### config.mk
export PLATFORM = sky130hd
export DESIGN_NAME = lemming_world
export DESIGN_NICKNAME = d
export VERILOG_FILES = /design/src/rtl/lemming_world.sv
export SDC_FILE = /design/constraint.sdc
export NUM_CORES = 1
export LEC_CHECK = 0
export CORE_MARGIN = 10
export CORE_UTILIZATION = 45
export CTS_CLUSTER_SIZE = 28
export DETAILED_ROUTE_END_ITERATION = 12
export HOLD_SLACK_MARGIN = 0.05
export PLACE_DENSITY = 0.69
export SLEW_MARGIN = 20
export SYNTH_ARGS = -nofsm -noshare
export SYNTH_HDL_FRONTEND = slang
export SYNTH_SLANG_ARGS = --single-unit
### constraint.sdc
create_clock -name clk -period 3.4 [get_ports clk]
set_input_delay 0.34 -clock clk [delete_from_list [all_inputs] [get_ports clk]]
set_output_delay 0.34 -clock clk [all_outputs]
set_load 0.03 [all_outputs]
### src/rtl/lemming_world.sv
// rtl/lemming_world.sv - 1-D lemming environment: walls, pit, diggable column, fall/splat tracking
// Optional bump counter output enabled by LEMMING_WORLD_BUMP_CNT_EN.
module lemming_world #(
  parameter int TRACK_LEN  = 16,
  parameter int POS_W      = 4,
  parameter int DEPTH_W    = 3,
  parameter int INIT_X     = 4,
  parameter int HOLE_X     = 8,
  parameter int PIT_DEPTH  = 4,
  parameter int MAX_DEPTH  = 7,
  parameter int DIG_CYCLES = 3,
  parameter int FALL_LIMIT = 20
) (
  input  logic               clk,
  input  logic               areset_n,
  input  logic               walk_left,
  input  logic               walk_right,
  input  logic               aaah,
  input  logic               digging,
  input  logic               step_en,
  input  logic               dig_req,
  output logic               bump_left,
  output logic               bump_right,
  output logic               ground,
  output logic               dig,
  output logic [POS_W-1:0]   pos_x,
  output logic [DEPTH_W-1:0] depth,
  output logic [4:0]         fall_cnt,
  output logic               splat
`ifdef LEMMING_WORLD_BUMP_CNT_EN
  ,
  output logic [7:0]         bump_count
`endif
);
  localparam int                 CNT_W    = $clog2(DIG_CYCLES + 1);
  localparam logic [DEPTH_W-1:0] MAX_D    = DEPTH_W'(MAX_DEPTH);
  localparam logic [POS_W-1:0]   LAST_X   = POS_W'(TRACK_LEN - 1);
  localparam logic [CNT_W-1:0]   DIG_LAST = CNT_W'(DIG_CYCLES - 1);

  logic [POS_W-1:0]   pos_q, pos_d, dug_x_q, dug_x_d;
  logic [DEPTH_W-1:0] depth_q, depth_d, dug_depth_q, dug_depth_d;
  logic [CNT_W-1:0]   dig_cnt_q, dig_cnt_d;
  logic               dug_valid_q, dug_valid_d;
  logic               bump_l_q, bump_l_d, bump_r_q, bump_r_d;
  logic               dig_q, splat_q, splat_d;
  logic [4:0]         fall_q, fall_d;
  logic [DEPTH_W-1:0] floor_cur, floor_l, floor_r;

  // The single dug column shadows the pit if both happen to coincide.
  function automatic logic [DEPTH_W-1:0] floor_at(input logic [POS_W-1:0]   x,
                                                  input logic               dv,
                                                  input logic [POS_W-1:0]   dx,
                                                  input logic [DEPTH_W-1:0] dd);
    if (dv && x == dx)                return dd;
    else if (x == POS_W'(HOLE_X))     return DEPTH_W'(PIT_DEPTH);
    else                              return '0;
  endfunction

  always_comb begin
    floor_cur = floor_at(pos_q, dug_valid_q, dug_x_q, dug_depth_q);
    floor_l   = floor_at(pos_q - POS_W'(1), dug_valid_q, dug_x_q, dug_depth_q);
    floor_r   = floor_at(pos_q + POS_W'(1), dug_valid_q, dug_x_q, dug_depth_q);
  end

  assign ground = depth_q >= floor_cur;

  always_comb begin
    pos_d       = pos_q;
    depth_d     = depth_q;
    dig_cnt_d   = dig_cnt_q;
    dug_valid_d = dug_valid_q;
    dug_x_d     = dug_x_q;
    dug_depth_d = dug_depth_q;
    bump_l_d    = 1'b0;
    bump_r_d    = 1'b0;
    if (step_en) begin
      if (!ground) begin
        if (depth_q < MAX_D) depth_d = depth_q + DEPTH_W'(1);
        dig_cnt_d = '0;
      end else if (digging) begin
        if (floor_cur >= MAX_D) begin
          if (dig_cnt_q != DIG_LAST) dig_cnt_d = dig_cnt_q + CNT_W'(1);
        end else if (dig_cnt_q == DIG_LAST) begin
          dug_valid_d = 1'b1;
          dug_x_d     = pos_q;
          dug_depth_d = floor_cur + DEPTH_W'(1);
          dig_cnt_d   = '0;
        end else begin
          dig_cnt_d = dig_cnt_q + CNT_W'(1);
        end
      end else if (walk_left) begin
        dig_cnt_d = '0;
        if (pos_q == '0) bump_l_d = 1'b1;
        else begin
          pos_d = pos_q - POS_W'(1);
          if (floor_l < depth_q) depth_d = floor_l;
        end
      end else if (walk_right) begin
        dig_cnt_d = '0;
        if (pos_q == LAST_X) bump_r_d = 1'b1;
        else begin
          pos_d = pos_q + POS_W'(1);
          if (floor_r < depth_q) depth_d = floor_r;
        end
      end else begin
        dig_cnt_d = '0;
      end
    end
  end

  always_comb begin
    fall_d  = aaah ? ((fall_q == 5'd31) ? fall_q : fall_q + 5'd1) : 5'd0;
    splat_d = splat_q | (aaah & ground & (fall_q >= 5'(FALL_LIMIT)));
  end

  always_ff @(posedge clk or negedge areset_n) begin
    if (!areset_n) begin
      pos_q       <= POS_W'(INIT_X);
      depth_q     <= '0;
      dig_cnt_q   <= '0;
      dug_valid_q <= 1'b0;
      dug_x_q     <= '0;
      dug_depth_q <= '0;
      bump_l_q    <= 1'b0;
      bump_r_q    <= 1'b0;
      dig_q       <= 1'b0;
      fall_q      <= '0;
      splat_q     <= 1'b0;
    end else begin
      pos_q       <= pos_d;
      depth_q     <= depth_d;
      dig_cnt_q   <= dig_cnt_d;
      dug_valid_q <= dug_valid_d;
      dug_x_q     <= dug_x_d;
      dug_depth_q <= dug_depth_d;
      bump_l_q    <= bump_l_d;
      bump_r_q    <= bump_r_d;
      dig_q       <= dig_req;
      fall_q      <= fall_d;
      splat_q     <= splat_d;
    end
  end

`ifdef LEMMING_WORLD_BUMP_CNT_EN
  logic [7:0] bump_cnt_q, bump_cnt_d;

  always_comb begin
    bump_cnt_d = bump_cnt_q;
    if ((bump_l_d | bump_r_d) && bump_cnt_q != 8'hff) bump_cnt_d = bump_cnt_q + 8'd1;
  end

  always_ff @(posedge clk or negedge areset_n) begin
    if (!areset_n) bump_cnt_q <= '0;
    else           bump_cnt_q <= bump_cnt_d;
  end

  assign bump_count = bump_cnt_q;
`endif

  assign bump_left  = bump_l_q;
  assign bump_right = bump_r_q;
  assign dig        = dig_q;
  assign pos_x      = pos_q;
  assign depth      = depth_q;
  assign fall_cnt   = fall_q;
  assign splat      = splat_q;

endmodule

==> results.ini, run 1 <==
[clock_tree]
root_buffer=clkbuf_8
path_clk_slew_ps=100
postCtsHoldBufs=0
clk_latency_ps=280
cts_max_level=1
cts_tree=yes
cts_num_sinks=26
cts_buffers=3
cts_max_path_buffers=2

[synthesis]
syn_nets=219
yosysWarningCount=0
synth.distinct_cells=54
syn_area_sq_um=1890
synth_seq_cells=26
synthCells=194
synth_edf_count=0
synth_area_leaders=dfrtp_1 33%, ha_1 11%, xnor2_1 5.6%
yosysTopAreaCell=dfrtp_1
synthFlopType=dfrtp_1
synth_top_area_share_pct=33.2
yosysSeqAreaShare_pct=34.5
synth.avg_cell_area_sq_um=9.73
synthArstFlopShare_pct=100

[finish]
drive_above_1_share_pct=15.2
fillers=350
final_nets=249
finish.instance_area_sq_um=2310
syn_to_final_growth_pct=22.5
fin_cells=273
n_antenna_cell=0

[pwr]
p_per_area_nw_per_um2=892
p_leak_nw=1.03
vdd_drop_max_mv=0.546

[timing]
rsz0062_at_grt=true
holdWs_ps=410
finalSetupViolations=0
setup_tns_ps=0
max_slew_margin_pct=67.2
hold_viol=0
post-route-min-period_ps=3230
fin_skew_ps=8.11
fmax_mhz=309
tightest_slew_ps=487
drv_slew=0
fin_crit_sh_pct=95.1

[placement]
dpl_cell_area_sq_um=2190
portBuffers=24
routabilityCongestion=0.825
dp.cells=266
hpwl_um=3090

[route]
totalWireLength_um=4020
drt-initial-drc-count=73
wire_per_inst_um=14.7
drt_pass1_iterations=4
via_count=1483
ant_nets=0
drc=0
via_per_inst=5.43

[global_route]
grt_pass1_vias=1447
grt_pass1_wl_um=6810
antenna_found_initial=0
grt_overflow=0
grt_max_degree=27
grt_usage_pct=11.2

[die]
io_pins=25
core_sq_um=4030
die-width_um=84.8
die_area_sq_um=7180
num_rows=23
start_util_pct=46.8
die_y_um=84.8

[critical_path]
critPathKind=reg -> reg
worstPathRequired_ps=3610
worstPathArrival_ps=3440
cp-start-kind=flop
reg2reg_depth=12
critPathMaxFanout=6
cp-end-kind=flop

[min_path]
hold_class=in -> async

[run_status]
status=finished clean

[job]
drv_cap=0

==> flip-flops by register name (all words and copies together) (netlist names), 2 cells and up <==
| signal | count |
|---|---|
| fall_cnt | 5 |
| dug_x_q | 4 |
| pos_x | 4 |
| depth | 3 |
| dug_depth_q | 3 |
| dig_cnt_q | 2 |
==> worst max-delay path, cell delays in order (launching register included) <==
cell and delay (ps):
dfrtp_2 430, inv_1 100, ha_1 340, xor2_1 170
or4_4 520, or3_1 350, nand2_1 80, ha_1 230
a211oi_1 220, nand2_1 110, a221oi_4 240, o21a_1 190
mux2i_1 180
==> per-stage QoR <==
stage | total power [mW] | setup WS, ps | util (%)
global placement | 1.73 | 122 | 54.5
floorplan | 1.41 | 20.3 | -
detailed placement | 1.73 | 69.9 | 54.5
finish | 2.06 | 165 | 57.4
CTS | 2.01 | 48.1 | 56.2
global route | 2.23 | -13.6 | 57.4
==> cell type report <==
type	instances	area, sq um	area share (%)
clock inverters	1	30.0	1.30
repair buffers	33	310	13.4
inverters	18	67.6	2.92
flip-flops and latches	26	654	28.3
clock buffers	3	41.3	1.79
multi-input cells	142	1150	49.6
well taps	50	62.6	2.71
==> final timing paths <==
check,startpoint,end,slack (ps)
worst max register to register,pos_x[0]$_DFFE_PN0P_,depth[1]$_DFFE_PN0P_,170
worst min register to register,splat$_DFF_PN0_,splat$_DFF_PN0_,490
worst max-delay path,pos_x[0]$_DFFE_PN0P_,depth[1]$_DFFE_PN0P_,170
worst min-delay path,areset_n,pos_x[1]$_DFFE_PN0P_,410
min in group clk,splat$_DFF_PN0_,splat$_DFF_PN0_,490
max in group asynchronous,areset_n,pos_x[2]$_DFFE_PN1P_,2690
==> layout by cell type (no fill, tap or decap), types with 4 or more instances in the layout <==
cell type	instances
nand3_1	4
o211ai_1	4
ha_1	17
buf_4	9
o21ai_0	5
mux2i_1	5
nand2_1	14
nor3_1	5
dfrtp_1	23
xnor2_1	12
or3_1	4
clkdlybuf4s50_1	23
and2_1	5
a21oi_1	4
mux2_2	7
inv_1	18
==> repair_timing <==
action,CTS,global route
endpoints found under the hold margin,0,0
setup endpoints to repair,0,10
resized for setup,0,5
buffers inserted,0,3
==> per-layer routing <==
metal  vias up  GRT usage [%]  part of all wire [%]
met4         0           4.64                   2.0
met5         -              0                     0
met1       704           13.5                    46
li1        750              -                     -
met3         7           3.00                   4.1
met2        22           18.5                    48
==> cell usage after synthesis, types with 2 or more instances <==
cell and instances:
or3_1 4, a31o_2 2, nand3_1 4, nand2b_1 2, o21ai_0 5, and3_1 4, o211ai_1 4, o21a_1 3
and2_1 5, nor2b_1 3, nand2_1 14, dfrtp_1 25, clkbuf_1 3, xnor2_1 12, nor2_1 3, nor3_2 2
mux2_2 7, a211oi_1 3, buf_2 4, a21oi_1 4, xor2_1 3, mux2i_1 5, nor3_1 6, ha_1 17
nor4_1 3, o31a_1 2, inv_1 18
==> cells by family after synthesis <==
family / count (synthesis) / synth area share, %
compound gates: 38 / 15.3
simple gates: 58 / 17.2
mux: 12 / 6.83
xor+xnor: 17 / 9.09
buf+inv: 26 / 5.84
flops: 26 / 34.5
fa+ha+maj: 17 / 11.3
==> report_power, final <==
group          internal (mW)  leakage, nW  switching (mW)
sequential             0.405        0.330          0.0994
combinational          0.571        0.667           0.721
clock                  0.158       0.0357           0.108
Note: power is estimated with default switching activity, not from simulation.
==> run 2: changes to the inputs <==
--- a/config.mk
+++ b/config.mk
@@ -5,12 +5,13 @@
 export SDC_FILE = /design/constraint.sdc
 export NUM_CORES = 1
 export LEC_CHECK = 0
+export CAP_MARGIN = 10
 export CORE_MARGIN = 10
-export CORE_UTILIZATION = 45
+export CORE_UTILIZATION = 50
 export CTS_CLUSTER_SIZE = 28
 export DETAILED_ROUTE_END_ITERATION = 12
 export HOLD_SLACK_MARGIN = 0.05
-export PLACE_DENSITY = 0.69
+export PLACE_DENSITY = 0.75
 export SLEW_MARGIN = 20
 export SYNTH_ARGS = -nofsm -noshare
 export SYNTH_HDL_FRONTEND = slang
==> run 2 against run 1 <==
Effect of this change:
- highest routed layer unchanged
- die area is 7.7% lower
- via count is 0.20% higher
- global-route usage is 0.83 points higher
- final cell count is 1.1% lower
- sequential share of layout area is 0.20 points higher
==> results.ini, run 2 (synthesized netlist as in run 1, its figures left out) <==
[run_status]
status=finished clean

[clock_tree]
cts_tree=yes
clk_latency_ps=280  ; about the same
cts_buffers=3  ; unchanged
cts_max_level=1  ; unchanged
root_buffer=clkbuf_8
cts_num_sinks=26  ; unchanged
path_clk_slew_ps=100  ; about the same
cts_max_path_buffers=2  ; unchanged

[placement]
routabilityCongestion=0.872  ; +5.7%
hpwl_um=3210  ; +3.8%
portBuffers=24  ; unchanged
pre_cts_ws_ps=123  ; +53.3 ps
dp.cells=265  ; -0.38%

[critical_path]
cp-end-kind=flop
slowest_delay_ps=530  ; about the same
critPathKind=reg -> reg
reg2reg_to=depth[1]$_DFFE_PN0P_
cp-start-kind=flop
crit_family=simple AND/OR/NAND/NOR gates
cp_slowest_cell=or4_4
rrSetupSlack_ps=180  ; about the same
worstPathRequired_ps=3610  ; about the same
path_cells=inv_1 > ha_1 > xor2_1 > or4_4 > or3_1 > nand2_1 > ha_1 > a211oi_2 > nand2_1 > a221oi_4 > o21a_1 > mux2i_1
worstPathArrival_ps=3430  ; about the same
r2r-start=pos_x[0]$_DFFE_PN0P_
crit_buf_inv=1  ; unchanged
reg2reg_depth=12  ; unchanged
critPathMaxFanout=6  ; unchanged

[die]
core_sq_um=3660  ; -9.1%
start_util_pct=51.5  ; +4.7 points
die_area_sq_um=6630  ; -7.7%
io_pins=25  ; unchanged
die_y_um=81.4  ; -3.9%
die-width_um=81.4  ; -3.9%
num_rows=22  ; -4.3%

[timing]
rsz0062_at_grt=true
fin_crit_sh_pct=94.8  ; -0.31 points
fin_skew_ps=10.8  ; +2.67 ps
hold_viol=0  ; unchanged
worst_slack_ps=176  ; +10.7 ps
fmax_mhz=310  ; +0.33%
max_slew_margin_pct=57.3  ; -9.9 points
tightest_slew_ps=638  ; +151 ps
drv_slew=0  ; unchanged
finalSetupViolations=0  ; unchanged
post-route-min-period_ps=3220  ; -10.7 ps

[pwr]
p_per_area_nw_per_um2=879  ; -1.4%
vdd_drop_max_mv=0.591  ; +8.3%
p_int_mw=1.07  ; -5.5%
p_leak_nw=1.03  ; -0.70%
pwr-share-seq_pct=24.6  ; about the same
swShare_pct=46.9  ; +1.9 points
p_comb_share_pct=65.3  ; +2.6 points
clockPowerShare_pct=10.1  ; -2.8 points
p_switching_mw=0.947  ; +2.0%
power_mw=2.02  ; -2.1%

[finish]
fillers=307  ; -12%
seq_area_sq_um=654  ; unchanged
n_antenna_cell=0  ; unchanged
final_core_util_pct=62.7  ; +5.3 points
final_nets=248  ; -0.40%
drive_above_1_share_pct=14.9  ; -0.38 points
multi_input_area_sq_um=1160  ; +0.87%
syn_to_final_growth_pct=21.7
final_cell_mix=23 x dfrtp_1, 23 x clkdlybuf4s50_1, 18 x inv_1, 17 x ha_1, 14 x nand2_1
largest_reg_flops=5  ; unchanged
fin_cells=270  ; -1.1%

[job]
drv_cap=0  ; unchanged

[global_route]
antenna_found_initial=0  ; unchanged
grt_usage_pct=12.1  ; +0.83 points
grt_overflow=0  ; unchanged
grt_max_degree=15  ; -44%
top_usage_layer=met2
grtUsageMet1_pct=16.0  ; +2.5 points
grtUsageMet3_pct=2.29  ; -0.70 points
grt_pass1_vias=1406  ; -2.8%
met2_usage_pct=19.7  ; +1.2 points
grt_pass1_wl_um=6500  ; -4.6%

[route]
totalWireLength_um=4130  ; +2.6%
drc=0  ; unchanged
ant_nets=0  ; unchanged
via_per_inst=5.50  ; +1.3%
drt-initial-drc-count=91  ; +25%
via_count=1486  ; +0.20%
wire_per_inst_um=15.3  ; +3.8%
drt_pass1_iterations=5  ; +1

[min_path]
hold_class=in -> async

[run 2: final cells by class]
type                    instances  share of cell area, %
well taps                      48                   2.62
multi-input cells             142                   50.4
flip-flops and latches         26                   28.5
repair buffers                 32                   13.2
inverters                      18                   2.94
clock buffers                   4                   2.40
[run 2: what timing repair did]
item / 4_1_cts / 5_1_grt
hold buffers: 0 / 0
setup endpoints to repair: 0 / 4
resized for setup: 0 / 6
setup buffers: 0 / 1
[run 2: per-stage QoR]
step                area (sq um)  TNS (ps)  hold slack, ps
floorplan                   1890         0            44.4
global placement            2200         0             465
detailed placement          2200         0             462
CTS                         2250         0             470
global route                2300     -42.1             482
finish                      2300         0             450
[run 2: layer usage]
metal | up-vias | share of wire, %
met3 | 7 | 4.8
li1 | 747 | -
met1 | 696 | 48
met5 | - | 0
met2 | 36 | 46
met4 | 0 | 1.1
[run 2: how the worst max path moves through the flow]
stage	from	end	slack (ps)	cells past startpoint
2_1_floorplan	pos_x[1]$_DFFE_PN0P_	depth[1]$_DFFE_PN0P_	20	14
4_1_cts	pos_x[0]$_DFFE_PN0P_	depth[1]$_DFFE_PN0P_	90	12
5_1_grt	pos_x[0]$_DFFE_PN0P_	depth[1]$_DFFE_PN0P_	-30	12
6_report	pos_x[0]$_DFFE_PN0P_	depth[1]$_DFFE_PN0P_	180	12
3_5_place_dp	pos_x[0]$_DFFE_PN0P_	depth[1]$_DFFE_PN0P_	120	12
3_3_place_gp	pos_x[0]$_DFFE_PN0P_	depth[1]$_DFFE_PN0P_	200	12
[run 2: power groups by stage]
stage	registers (mW)	clock network, mW	logic (mW)
4_1_cts	0.496	0.208	1.24
3_3_place_gp	0.500	0	1.22
6_report	0.497	0.205	1.32
3_5_place_dp	0.503	0	1.24
5_1_grt	0.511	0.223	1.42
2_1_floorplan	0.575	0	0.830
==> run 3: changes to the inputs <==
--- a/config.mk
+++ b/config.mk
@@ -11,6 +11,7 @@
 export CTS_CLUSTER_SIZE = 28
 export DETAILED_ROUTE_END_ITERATION = 12
 export HOLD_SLACK_MARGIN = 0.05
+export MAX_ROUTING_LAYER = met4
 export PLACE_DENSITY = 0.75
 export SLEW_MARGIN = 20
 export SYNTH_ARGS = -nofsm -noshare
==> run 3 against run 2 <==
Effect of this change:
- combinational power is essentially flat
- critical path depth is the same
- fmax is essentially flat
- sequential cell count is the same
- sequential share of layout area is the same
- clock power is essentially flat
- total power is essentially flat
- via count grew 0.47%
- global-route usage grew 0.36 points
- largest power group unchanged
==> results.ini, run 3 (synthesized netlist as in run 1, its figures left out) <==
[timing]
max_slew_margin_pct=57.2  ; -0.13 points
post-route-min-period_ps=3220  ; -3.09 ps
setup_tns_ps=0  ; unchanged
hold_viol=0  ; unchanged
drv_slew=0  ; unchanged
fin_crit_sh_pct=94.7  ; about the same
fin_skew_ps=11.5  ; +0.723 ps
tightest_slew_ps=640  ; +1.88 ps
finalSetupViolations=0  ; unchanged
rsz0062_at_grt=true
fmax_mhz=310  ; about the same
worst_slack_ps=179  ; +3.09 ps

[run_status]
status=finished clean

[global_route]
grt_pass1_vias=1406  ; unchanged
grt_overflow=0  ; unchanged
antenna_found_initial=0  ; unchanged
grt_pass1_wl_um=6500  ; unchanged
grt_max_degree=15  ; unchanged
grt_usage_pct=12.4  ; +0.36 points

[finish]
final_nets=248  ; unchanged
drive_above_1_share_pct=14.9  ; unchanged
largest_reg_flops=5  ; unchanged
n_antenna_cell=0  ; unchanged
fillers=307  ; unchanged
syn_to_final_growth_pct=21.7  ; unchanged
final_cell_mix=23 x dfrtp_1, 23 x clkdlybuf4s50_1, 18 x inv_1, 17 x ha_1, 14 x nand2_1
final_core_util_pct=62.7  ; unchanged

[clock_tree]
cts_num_sinks=26  ; unchanged
clk_latency_ps=280  ; about the same
cts_buffers=3  ; unchanged
root_buffer=clkbuf_8
cts_max_level=1  ; unchanged
cts_tree=yes
path_clk_slew_ps=100  ; about the same
postCtsHoldBufs=0  ; unchanged
cts_max_path_buffers=2  ; unchanged

[die]
die_y_um=81.4  ; unchanged
die-width_um=81.4  ; unchanged
io_pins=25  ; unchanged
die_area_sq_um=6630  ; unchanged
core_sq_um=3660  ; unchanged
num_rows=22  ; unchanged
start_util_pct=51.5  ; unchanged

[pwr]
pwr-share-seq_pct=24.6  ; about the same
vdd_drop_max_mv=0.590  ; -0.20%
p_comb_share_pct=65.3  ; about the same
p_int_mw=1.07  ; about the same
p_per_area_nw_per_um2=880  ; about the same
swShare_pct=46.9  ; about the same
p_switching_mw=0.949  ; +0.17%
p_leak_nw=1.03  ; unchanged
clockPowerShare_pct=10.1  ; about the same

[critical_path]
critPathMaxFanout=6  ; unchanged
r2r-start=pos_x[0]$_DFFE_PN0P_
reg2reg_to=depth[1]$_DFFE_PN0P_
worstPathRequired_ps=3610  ; about the same
critPathKind=reg -> reg
worstPathArrival_ps=3430  ; about the same
rrSetupSlack_ps=180  ; about the same
cp-end-kind=flop
reg2reg_depth=12  ; unchanged
cp-start-kind=flop

[route]
drc=0  ; unchanged
drt_pass1_iterations=5  ; unchanged
wire_per_inst_um=15.3  ; about the same
met2WireLength_um=1880  ; -0.89%
dr_wl_met3_um=199  ; unchanged
drt-initial-drc-count=97  ; +6.6%
top_layer=met4
totalWireLength_um=4130  ; about the same
ant_nets=0  ; unchanged
drt-met1-wl_um=2010  ; +1.4%
via_per_inst=5.53  ; +0.47%
via_count=1493  ; +0.47%

[min_path]
hold_class=in -> async

[placement]
hpwl_um=3210  ; unchanged
pre_cts_ws_ps=123  ; unchanged
portBuffers=24  ; unchanged
routabilityCongestion=0.886  ; +1.6%

[job]
drv_cap=0  ; unchanged

-- run 3: cell counts in the layout (fill, tap and decap cells not counted) --
No cell type changed its count.
-- run 3: routing by layer --
metal | global-route usage [%] | vias up
met5 | - | -
met4 | 3.11 | 0
met3 | 2.29 | 5
met2 | 19.7 | 36
met1 | 16.0 | 705
li1 | - | 747
-- run 3: power by group through the flow --
stage | registers (mW) | clock network (mW) | logic, mW
after floorplan | 0.575 | 0 | 0.830
after global placement | 0.500 | 0 | 1.22
after detailed placement | 0.503 | 0 | 1.24
after CTS | 0.496 | 0.208 | 1.24
after global routing | 0.511 | 0.223 | 1.42
final | 0.497 | 0.205 | 1.32
-- run 3: cell type report --
type | count | area (sq um) | share of cell area [%]
clock buffer | 4 | 55.1 | 2.40
inverter | 18 | 67.6 | 2.94
multi-input combinational | 142 | 1160 | 50.4
sequential | 26 | 654 | 28.5
tap | 48 | 60.1 | 2.62
timing repair buffer | 32 | 303 | 13.2
-- run 3: worst max-delay path by stage --
stage | startpoint | endpoint | slack, ps | cells past startpoint
detailed placement | pos_x[0]$_DFFE_PN0P_ | depth[1]$_DFFE_PN0P_ | 120 | 12
global placement | pos_x[0]$_DFFE_PN0P_ | depth[1]$_DFFE_PN0P_ | 200 | 12
finish | pos_x[0]$_DFFE_PN0P_ | depth[1]$_DFFE_PN0P_ | 180 | 12
floorplan | pos_x[1]$_DFFE_PN0P_ | depth[1]$_DFFE_PN0P_ | 20 | 14
CTS | pos_x[0]$_DFFE_PN0P_ | depth[1]$_DFFE_PN0P_ | 90 | 12
global route | pos_x[0]$_DFFE_PN0P_ | depth[1]$_DFFE_PN0P_ | -30 | 12
-- run 3: what timing repair did --
action / 4_1_cts / 5_1_grt
resized for setup: 0 / 6
endpoints found under the setup margin: 0 / 4
setup buffers: 0 / 1
-- run 3: per-stage QoR --
step | total power [mW] | std cells | area, sq um | hold WS (ps)
finish | 2.02 | 270 | 2300 | 450
global route | 2.16 | 270 | 2300 | 482
CTS | 1.95 | 269 | 2250 | 470
detailed placement | 1.74 | 265 | 2200 | 462
global placement | 1.72 | 265 | 2200 | 465
floorplan | 1.41 | 194 | 1890 | 44.4
-- run 3: worst max-delay path: stages (launching register included) --
cell	delay [ps]
dfrtp_2	430
inv_1	120
ha_1	270
xor2_1	170
or4_4	530
or3_1	340
nand2_1	70
ha_1	250
a211oi_2	230
nand2_1	110
a221oi_4	250
o21a_1	190
mux2i_1	180
